**config.mk**
```make
export PLATFORM = sky130hd
export DESIGN_NAME = id_ex_stage
export DESIGN_NICKNAME = d
export VERILOG_FILES = /design/src/rtl/cpu_pkg.sv /design/src/rtl/fwd_mux.sv /design/src/rtl/id_ex_stage.sv
export SDC_FILE = /design/constraint.sdc
export NUM_CORES = 1
export LEC_CHECK = 0
export ABC_AREA = 1
export CAP_MARGIN = 20
export CORE_MARGIN = 3
export CORE_UTILIZATION = 34
export CTS_CLUSTER_SIZE = 24
export DETAILED_ROUTE_END_ITERATION = 10
export PLACE_DENSITY = 0.77
export SYNTH_ARGS = -nofsm -noshare
export SYNTH_HDL_FRONTEND = slang
export SYNTH_SLANG_ARGS = --single-unit
```
**constraint.sdc**
```tcl
create_clock -name Clk -period 0.9 [get_ports Clk]
set_input_delay 0.135 -clock Clk [delete_from_list [all_inputs] [get_ports Clk]]
set_output_delay 0.135 -clock Clk [all_outputs]
set_load 0.01 [all_outputs]
```
**src/rtl/cpu_pkg.sv**
```systemverilog
// Shared CPU definitions: datapath widths, ALU opcodes, forward-select encoding
// and the ID/EX payload carried between the decode and execute stages.
package cpu_pkg;

    localparam int unsigned DATA_W  = 32;
    localparam int unsigned REG_W   = 5;
    localparam int unsigned ALUOP_W = 6;
    localparam int unsigned SHAMT_W = 5;

    localparam logic [ALUOP_W-1:0] ALU_SLL = 6'b000000;
    localparam logic [ALUOP_W-1:0] ALU_SRL = 6'b000010;
    localparam logic [ALUOP_W-1:0] ALU_ADD = 6'b100000;
    localparam logic [ALUOP_W-1:0] ALU_SUB = 6'b100010;
    localparam logic [ALUOP_W-1:0] ALU_AND = 6'b100100;
    localparam logic [ALUOP_W-1:0] ALU_OR  = 6'b100101;
    localparam logic [ALUOP_W-1:0] ALU_SLT = 6'b101010;

    typedef enum logic [1:0] {
        FWD_RF  = 2'd0,
        FWD_MEM = 2'd1,
        FWD_WB  = 2'd2
    } fwd_sel_e;

    typedef struct packed {
        logic               valid;
        logic               reg_write;
        logic               mem_read;
        logic               mem_write;
        logic               mem_to_reg;
        logic               alu_src;
        logic               shift_src;
        logic [ALUOP_W-1:0] alu_control;
        logic [REG_W-1:0]   rs;
        logic [REG_W-1:0]   rt;
        logic [REG_W-1:0]   write_reg;
        logic [SHAMT_W-1:0] shamt;
        logic [DATA_W-1:0]  read_data1;
        logic [DATA_W-1:0]  read_data2;
        logic [DATA_W-1:0]  sign_ext_imm;
    } id_ex_t;

    // A later stage writing a nonzero register that matches idx supplies its value.
    function automatic logic fwd_hit(input logic reg_write,
                                     input logic [REG_W-1:0] write_reg,
                                     input logic [REG_W-1:0] idx);
        return reg_write && (write_reg == idx) && (idx != '0);
    endfunction

endpackage

```
**src/rtl/fwd_mux.sv**
```systemverilog
// Operand forwarding mux: picks EX/MEM, then MEM/WB, then the register-file value.
module fwd_mux
    import cpu_pkg::*;
(
    input  logic [REG_W-1:0]  idx,
    input  logic [DATA_W-1:0] rf_data,
    input  logic              mem_reg_write,
    input  logic [REG_W-1:0]  mem_write_reg,
    input  logic [DATA_W-1:0] mem_data,
    input  logic              wb_reg_write,
    input  logic [REG_W-1:0]  wb_write_reg,
    input  logic [DATA_W-1:0] wb_data,
    output logic [DATA_W-1:0] data,
    output fwd_sel_e          sel
);

    // The youngest producer (MEM) wins over the older one (WB).
    always_comb begin
        sel  = FWD_RF;
        data = rf_data;
        if (fwd_hit(mem_reg_write, mem_write_reg, idx)) begin
            sel  = FWD_MEM;
            data = mem_data;
        end else if (fwd_hit(wb_reg_write, wb_write_reg, idx)) begin
            sel  = FWD_WB;
            data = wb_data;
        end
    end

endmodule

```
**src/rtl/id_ex_stage.sv**
```systemverilog
// ID/EX pipeline register with ALU operand selection, optional forwarding and
// load-use bubble insertion. Build option: ID_EX_FORWARD_EN enables forwarding
// and hazard detection; without it operands come straight from the register.
module id_ex_stage
    import cpu_pkg::*;
(
    input  logic               Clk,
    input  logic               Rst,
    input  logic               Stall,
    input  logic               Flush,
    input  logic               ID_Valid,
    input  logic [DATA_W-1:0]  ID_ReadData1,
    input  logic [DATA_W-1:0]  ID_ReadData2,
    input  logic [DATA_W-1:0]  ID_SignExtImm,
    input  logic [SHAMT_W-1:0] ID_Shamt,
    input  logic [REG_W-1:0]   ID_Rs,
    input  logic [REG_W-1:0]   ID_Rt,
    input  logic [REG_W-1:0]   ID_Rd,
    input  logic [ALUOP_W-1:0] ID_ALUControl,
    input  logic               ID_ALUSrc,
    input  logic               ID_ShiftSrc,
    input  logic               ID_RegDst,
    input  logic               ID_RegWrite,
    input  logic               ID_MemRead,
    input  logic               ID_MemWrite,
    input  logic               ID_MemToReg,
    input  logic               MEM_RegWrite,
    input  logic [REG_W-1:0]   MEM_WriteReg,
    input  logic [DATA_W-1:0]  MEM_ALUResult,
    input  logic               WB_RegWrite,
    input  logic [REG_W-1:0]   WB_WriteReg,
    input  logic [DATA_W-1:0]  WB_WriteData,
    output logic [DATA_W-1:0]  EX_A,
    output logic [DATA_W-1:0]  EX_B,
    output logic [ALUOP_W-1:0] EX_ALUControl,
    output logic [DATA_W-1:0]  EX_StoreData,
    output logic [REG_W-1:0]   EX_WriteReg,
    output logic               EX_Valid,
    output logic               EX_RegWrite,
    output logic               EX_MemRead,
    output logic               EX_MemWrite,
    output logic               EX_MemToReg,
    output logic               LoadUseStall
);

    id_ex_t            id_d;
    id_ex_t            ex_q;
    logic [DATA_W-1:0] fwd_rs;
    logic [DATA_W-1:0] fwd_rt;

    // Pack the decoded instruction; destination is resolved here.
    always_comb begin
        id_d              = '0;
        id_d.valid        = ID_Valid;
        id_d.reg_write    = ID_RegWrite;
        id_d.mem_read     = ID_MemRead;
        id_d.mem_write    = ID_MemWrite;
        id_d.mem_to_reg   = ID_MemToReg;
        id_d.alu_src      = ID_ALUSrc;
        id_d.shift_src    = ID_ShiftSrc;
        id_d.alu_control  = ID_ALUControl;
        id_d.rs           = ID_Rs;
        id_d.rt           = ID_Rt;
        id_d.write_reg    = ID_RegDst ? ID_Rd : ID_Rt;
        id_d.shamt        = ID_Shamt;
        id_d.read_data1   = ID_ReadData1;
        id_d.read_data2   = ID_ReadData2;
        id_d.sign_ext_imm = ID_SignExtImm;
    end

    // Stage register: reset > flush/load-use bubble > hold > load.
    always_ff @(posedge Clk) begin
        if (Rst) begin
            ex_q <= '0;
        end else if (Flush || LoadUseStall) begin
            ex_q <= '0;
        end else if (!Stall) begin
            ex_q <= id_d;
        end
    end

`ifdef ID_EX_FORWARD_EN
    fwd_sel_e sel_rs;
    fwd_sel_e sel_rt;
    logic     unused_sel;

    fwd_mux u_fwd_rs (
        .idx           (ex_q.rs),
        .rf_data       (ex_q.read_data1),
        .mem_reg_write (MEM_RegWrite),
        .mem_write_reg (MEM_WriteReg),
        .mem_data      (MEM_ALUResult),
        .wb_reg_write  (WB_RegWrite),
        .wb_write_reg  (WB_WriteReg),
        .wb_data       (WB_WriteData),
        .data          (fwd_rs),
        .sel           (sel_rs)
    );

    fwd_mux u_fwd_rt (
        .idx           (ex_q.rt),
        .rf_data       (ex_q.read_data2),
        .mem_reg_write (MEM_RegWrite),
        .mem_write_reg (MEM_WriteReg),
        .mem_data      (MEM_ALUResult),
        .wb_reg_write  (WB_RegWrite),
        .wb_write_reg  (WB_WriteReg),
        .wb_data       (WB_WriteData),
        .data          (fwd_rt),
        .sel           (sel_rt)
    );

    assign unused_sel = ^{sel_rs, sel_rt};

    // A load in EX cannot feed the next instruction in time; compare both sources conservatively.
    assign LoadUseStall = ex_q.valid && ex_q.mem_read && (ex_q.rt != '0) &&
                          ((ID_Rs == ex_q.rt) || (ID_Rt == ex_q.rt));
`else
    logic unused_fwd;

    assign fwd_rs       = ex_q.read_data1;
    assign fwd_rt       = ex_q.read_data2;
    assign LoadUseStall = 1'b0;
    assign unused_fwd   = ^{MEM_RegWrite, MEM_WriteReg, MEM_ALUResult,
                            WB_RegWrite, WB_WriteReg, WB_WriteData, ex_q.rs, ex_q.rt};
`endif

    // ALU operand steering; shifts take rt on A and the shift amount on B.
    always_comb begin
        EX_A = fwd_rs;
        EX_B = fwd_rt;
        if (ex_q.shift_src) begin
            EX_A = fwd_rt;
            EX_B = {DATA_W'(0)} | DATA_W'(ex_q.shamt);
        end else if (ex_q.alu_src) begin
            EX_B = ex_q.sign_ext_imm;
        end
    end

    assign EX_StoreData  = fwd_rt;
    assign EX_ALUControl = ex_q.alu_control;
    assign EX_WriteReg   = ex_q.write_reg;
    assign EX_Valid      = ex_q.valid;
    assign EX_RegWrite   = ex_q.reg_write;
    assign EX_MemRead    = ex_q.mem_read;
    assign EX_MemWrite   = ex_q.mem_write;
    assign EX_MemToReg   = ex_q.mem_to_reg;

endmodule

```
==> results of run 1 <==
[cell usage after synthesis (all sizes together)]
cell type / n
nand3: 5
nand2: 116
nor2: 298
clkbuf: 17
o21ai: 151
dfxtp: 119
conb: 1
buf: 84
inv: 18
[layer usage]
metal / track usage [%] / routed length, um / vias up
li1: - / - / 2978
met1: 27.7 / 8620 / 2904
met2: 39.5 / 10800 / 234
met3: 7.19 / 1580 / 28
met4: 8.55 / 384 / 0
met5: 0 / 0 / -
[repair_timing]
item | CTS | global route
buffers inserted | 21 | 7
setup endpoints to repair | 137 | 115
hold endpoints to repair | 0 | 0
resized for setup | 696 | 85
pin swaps | 11 | 15
gates cloned | 9 | 1
[worst paths after layout]
path / end / cells past startpoint / startpoint / slack, ns
hold reg to reg: fwd_rs[12]$_SDFFE_PP0N_ / 2 / fwd_rs[12]$_SDFFE_PP0N_ / 0.50
hold / removal: ex_q[123]$_SDFFE_PP0N_ / 4 / Stall / 0.18
setup reg to reg: ex_q[123]$_SDFFE_PP0N_ / 4 / ex_q[123]$_SDFFE_PP0N_ / -0.04
setup / recovery: EX_B[23] / 6 / ex_q[122]$_SDFFE_PP0N_ / -0.67
[power breakdown]
| part | total [mW] | internal (mW) | switching (mW) |
|---|---|---|---|
| logic | 2.85 | 1.58 | 1.27 |
| registers | 5.71 | 5.50 | 0.205 |
| clock network | 6.58 | 4.20 | 2.37 |
| total | 15.1 | 11.3 | 3.85 |
[worst max-delay path: cells and delay by family (launching register included)]
kind,cells,cell delay (ns)
and+or+nand+nor,1,0.05
buffers and inverters,4,0.52
AOI/OAI and AO/OA,1,0.06
DFF,1,0.38
[cells by family (layout without fill, tap and decap cells)]
| family | count (synthesis) | after routing | synth area share, % |
|---|---|---|---|
| flops | 119 | 119 | 43.7 |
| simple gates | 419 | 419 | 29.0 |
| other cells | 1 | 2 | 0.0688 |
| buf+inv | 119 | 366 | 13.4 |
| compound gates | 151 | 151 | 13.9 |
[state kept, by name (all words and copies together) (netlist names)]
signal / flops
ex_q: 39
EX_StoreData: 32
fwd_rs: 32
EX_ALUControl: 6
EX_WriteReg: 5
EX_MemRead: 1
EX_MemToReg: 1
EX_MemWrite: 1
EX_RegWrite: 1
EX_Valid: 1
[per-stage QoR]
| step | TNS, ns | total power [mW] |
|---|---|---|
| after CTS | -47.59 | 15.1 |
| after floorplan | -2.54 | 6.87 |
| final | -45.66 | 15.1 |
| after detailed placement | -91.83 | 8.18 |
| after global routing | -51.28 | 15.7 |
| after global placement | -90.41 | 8.16 |
[placed cells by master (no fill, tap or decap), types with 12 or more instances in the layout]
cell type	n
nor2_2	40
buf_6	103
clkbuf_16	18
nand2_2	32
o21ai_0	57
nor2_1	247
buf_2	36
buf_12	18
o21ai_2	22
inv_1	15
clkdlybuf4s50_1	125
dfxtp_2	37
dfxtp_4	12
o21ai_1	68
dfxtp_1	70
nand2_1	74
buf_4	17
[area by class of cell]
type	instances	area, um2
sequential	119	2470
fill	1329	5770
antenna	1	2.50
multi-input combinational	571	2830
clock inverter	7	67.6
clock buffer	24	512
inverter	18	90.1
tap	211	264
timing repair buffer	317	3420
==> results.yml, run 1 <==
synthesis:
  yosysTopAreaCell: "dfxtp_1"
  syn_area_per_cell_um2: 6.74
  synth_top_area_share_pct: 43.7
  netlist_area_um2: 5450
  synth_cell_types: 15
  synthesis.instances: 809
  yosysSeqAreaShare_pct: 43.7
  synth_area_leaders: "dfxtp_1, nor2_1, o21ai_0"
  syn_nets: 1019
  synth_seq_cells: 119
  yosysWarningCount: 0
global_route:
  grt_pass1_wl_mm: 32.4
  grt_antenna_before_repair: 1
  grt_use_total_pct: 23.3
  grt_overflow: 0
  grt_max_degree: 88
  grt_pass1_vias: 5937
critical_path:
  arrival_ns: 1.44
  cp_data_required_time_ns: 0.76
  slowest_delay_ns: 0.38
  cp_cell_sequence: "clkinv_8 > buf_12 > buf_16 > o21ai_2 > nor2_2 > buf_2"
  path_max_fanout: 8
  cp-start-kind: "flop"
  crit_path_end_kind: "primary output"
  worstSetupPathType: "reg2out"
  crit_slowest_cell: "dfxtp_4"
route:
  first_pass_iters: 5
  route.detailed.drc: 0
  num_vias: 6144
  drt-initial-drc-count: 301
  antenna_left: 0
  viasPerCell: 4.85
  route.final.wire_length_mm: 21.3
  routedWlPerCell_um: 16.8
pwr:
  ir_drop_mv: 1.30
  power_density_nw_per_um2: 1570
  power_leakage_nw: 4.31
clocking:
  clkTransAtPathRegs_ns: 0.06
  cts.htree.levels: 4
  cts_tree: "built"
  clock_latency_ns: 0.41
  cts.sinks: 119
  clk_path_buf_depth: 2
  root_buffer: "clkbuf_16"
  cts_hold_buf: 0
  cts-buffers-inserted: 17
cells_and_area:
  drive_above_1_share_pct: 37.4
  syn_to_final_growth_pct: 77.3
  final_cells: 1268
  fin_nets: 1254
  final_util_pct: 62.6
  final_cell_area_um2: 9660
timing:
  period_share_pct: 175
  whs_ns: 0.175
  finalHoldViolations: 0
  drv_slew: 0
  period_needed_ns: 1.57
  clock.fmax_mhz: 636
  rsz0062_at_grt: "yes"
  setup-violations-final: 114
  fin_ws_ns: -0.671
  fin_worst_skew_ns: 0
place:
  placed_cells: 1204
  place_hpwl_mm: 12.8
  place_congestion: 0.852
  pre_cts_slack_ns: -0.640
  postPlaceCellArea_um2: 8010
  io_buffers: 240
floorplan:
  die_y_um: 133
  ios: 323
  core_um2: 15400
  rows: 45
  die_w_um: 133
  die-area_um2: 17600
  start_util_pct: 35.3
outcome:
  status: "complete, but fails checks"
  violations: "setup timing"
min_path:
  hold_class: "in2reg"
job:
  maxCapViolCount: 0
(Power assumes the default switching activity.)
==> inputs of run 2 (changes only) <==
--- a/config.mk
+++ b/config.mk
@@ -8,10 +8,11 @@
 export ABC_AREA = 1
 export CAP_MARGIN = 20
 export CORE_MARGIN = 3
-export CORE_UTILIZATION = 34
+export CORE_UTILIZATION = 30
 export CTS_CLUSTER_SIZE = 24
 export DETAILED_ROUTE_END_ITERATION = 10
-export PLACE_DENSITY = 0.77
+export PLACE_DENSITY = 0.69
+export SLEW_MARGIN = 5
 export SYNTH_ARGS = -nofsm -noshare
 export SYNTH_HDL_FRONTEND = slang
 export SYNTH_SLANG_ARGS = --single-unit
==> results.yml, run 2 (synthesized netlist as in run 1, its figures left out) <==
floorplan:
  ios: 323
  die_y_um: 141
  die_w_um: 141
  start_util_pct: 31.1
  rows: 48
  die-area_um2: 19800
  core_um2: 17500
clocking:
  cts_hold_buf: 0
  cts_tree: "built"
  cts.htree.levels: 4
  clkTransAtPathRegs_ns: 0.05
  root_buffer: "clkbuf_16"
  clk_path_buf_depth: 2
  cts.sinks: 119
  cts-buffers-inserted: 17
  clock_latency_ns: 0.41
timing:
  setup-violations-final: 113
  finalHoldViolations: 0
  fin_worst_skew_ns: 0
  drv_slew: 0
  period_share_pct: 177
  period_needed_ns: 1.59
  rsz0062_at_grt: "yes"
  fin_ws_ns: -0.690
  clock.fmax_mhz: 629
  whs_ns: 0.155
global_route:
  grt_use_total_pct: 20.3
  grt_max_degree: 63
  grt_antenna_before_repair: 1
  grt_pass1_wl_mm: 31.9
  grt_pass1_vias: 5903
  grt_overflow: 0
cells_and_area:
  fin_nets: 1267
  drive_above_1_share_pct: 38.3
  nFillCells: 1635
  final_util_pct: 55.9
  diodes: 0
  syn_to_final_growth_pct: 79.9
  final_cell_mix: "nor2_1, clkdlybuf4s50_1, buf_6"
  largest_register_ffs: 39
  regMostFlops: "ex_q"
  mostFrequentLayoutCell: "nor2_1"
  seq_area_um2: 2480
  multi_input_comb_area_um2: 2830
route:
  drt-initial-drc-count: 246
  route.final.wire_length_mm: 20.6
  viasPerCell: 4.63
  route.detailed.drc: 0
  num_vias: 5993
  antenna_left: 0
  first_pass_iters: 5
  routedWlPerCell_um: 15.9
pwr:
  power_density_nw_per_um2: 1590
  ir_drop_mv: 1.29
  power_leakage_nw: 4.46
place:
  io_buffers: 240
  place_hpwl_mm: 13.0
  place_congestion: 0.861
critical_path:
  worstSetupPathType: "reg2out"
  arrival_ns: 1.46
  path_max_fanout: 6
  cp_data_required_time_ns: 0.76
  cp-start-kind: "flop"
  crit_path_end_kind: "primary output"
outcome:
  status: "complete, but fails checks"
  violations: "setup timing"
job:
  maxCapViolCount: 0
min_path:
  hold_class: "in2reg"
## run 2: changes by cell type in the layout (fill, tap and decap cells not counted), moves of 4 or more
cell,change
buf_2,+9
buf_4,+6
buf_8,-4
nand2_1,-8
nand2_2,+5
nor2_1,+4
nor2_2,-7
o21ai_1,+5
## run 2: per-stage QoR
step	cell area, um2	total power, mW	setup TNS (ns)	std cells	setup slack (ns)
3_3_place_gp	8170	8.23	-92.17	1231	-0.620
5_1_grt	9800	16.3	-52.55	1294	-0.756
2_1_floorplan	5590	6.87	-2.54	809	-0.0653
4_1_cts	9570	15.7	-51.79	1290	-0.725
6_report	9800	15.6	-46.20	1294	-0.690
3_5_place_dp	8170	8.25	-93.70	1231	-0.664
## run 2: final timing paths
kind	from	end	slack, ns	depth (start not counted)
max	ex_q[122]$_SDFFE_PP0N_	EX_A[19]	-0.69	6
max reg2reg	ex_q[122]$_SDFFE_PP0N_	ex_q[122]$_SDFFE_PP0N_	-0.07	4
min	Stall	ex_q[122]$_SDFFE_PP0N_	0.16	4
min reg2reg	fwd_rs[22]$_SDFFE_PP0N_	fwd_rs[22]$_SDFFE_PP0N_	0.50	2
## run 2: area by class of cell
type	instances	area share, %
repair inverters	1	0.166
well taps	225	2.87
inverters	18	0.868
multi-input cells	571	28.8
repair buffers	329	35.7
clock buffers	22	4.94
flip-flops and latches	119	25.3
clock inverters	9	1.25
## run 2: per-layer routing
layer / global-route usage [%] / share of wire, % / vias to the layer above
met5: 0 / 0.063 / -
met4: 6.22 / 1.7 / 2
met3: 6.45 / 7.9 / 28
met2: 33.3 / 48 / 223
met1: 25.6 / 42 / 2743
li1: - / - / 2997
## run 2: where the power goes
part	switching [mW]	total (mW)	internal (mW)	leakage, nW
logic	1.25	2.83	1.58	3.16
registers	0.210	5.70	5.49	1.00
clock network	2.47	7.07	4.61	0.302
total	3.92	15.6	11.7	4.46
## run 2: timing repair
| action | 4_1_cts | 5_1_grt |
|---|---|---|
| setup endpoints to repair | 136 | 214 |
| gates cloned | 9 | 2 |
| resized for setup | 720 | 65 |
| pin swaps | 11 | 20 |
| setup buffers | 21 | 8 |
## run 2: worst max-delay path, stage by stage, from the launching register on
cell and delay [ns]:
dfxtp_4 0.39, buf_4 0.15, buf_12 0.12, buf_16 0.13, nand2_1 0.06, nand2_1 0.06, buf_2 0.14
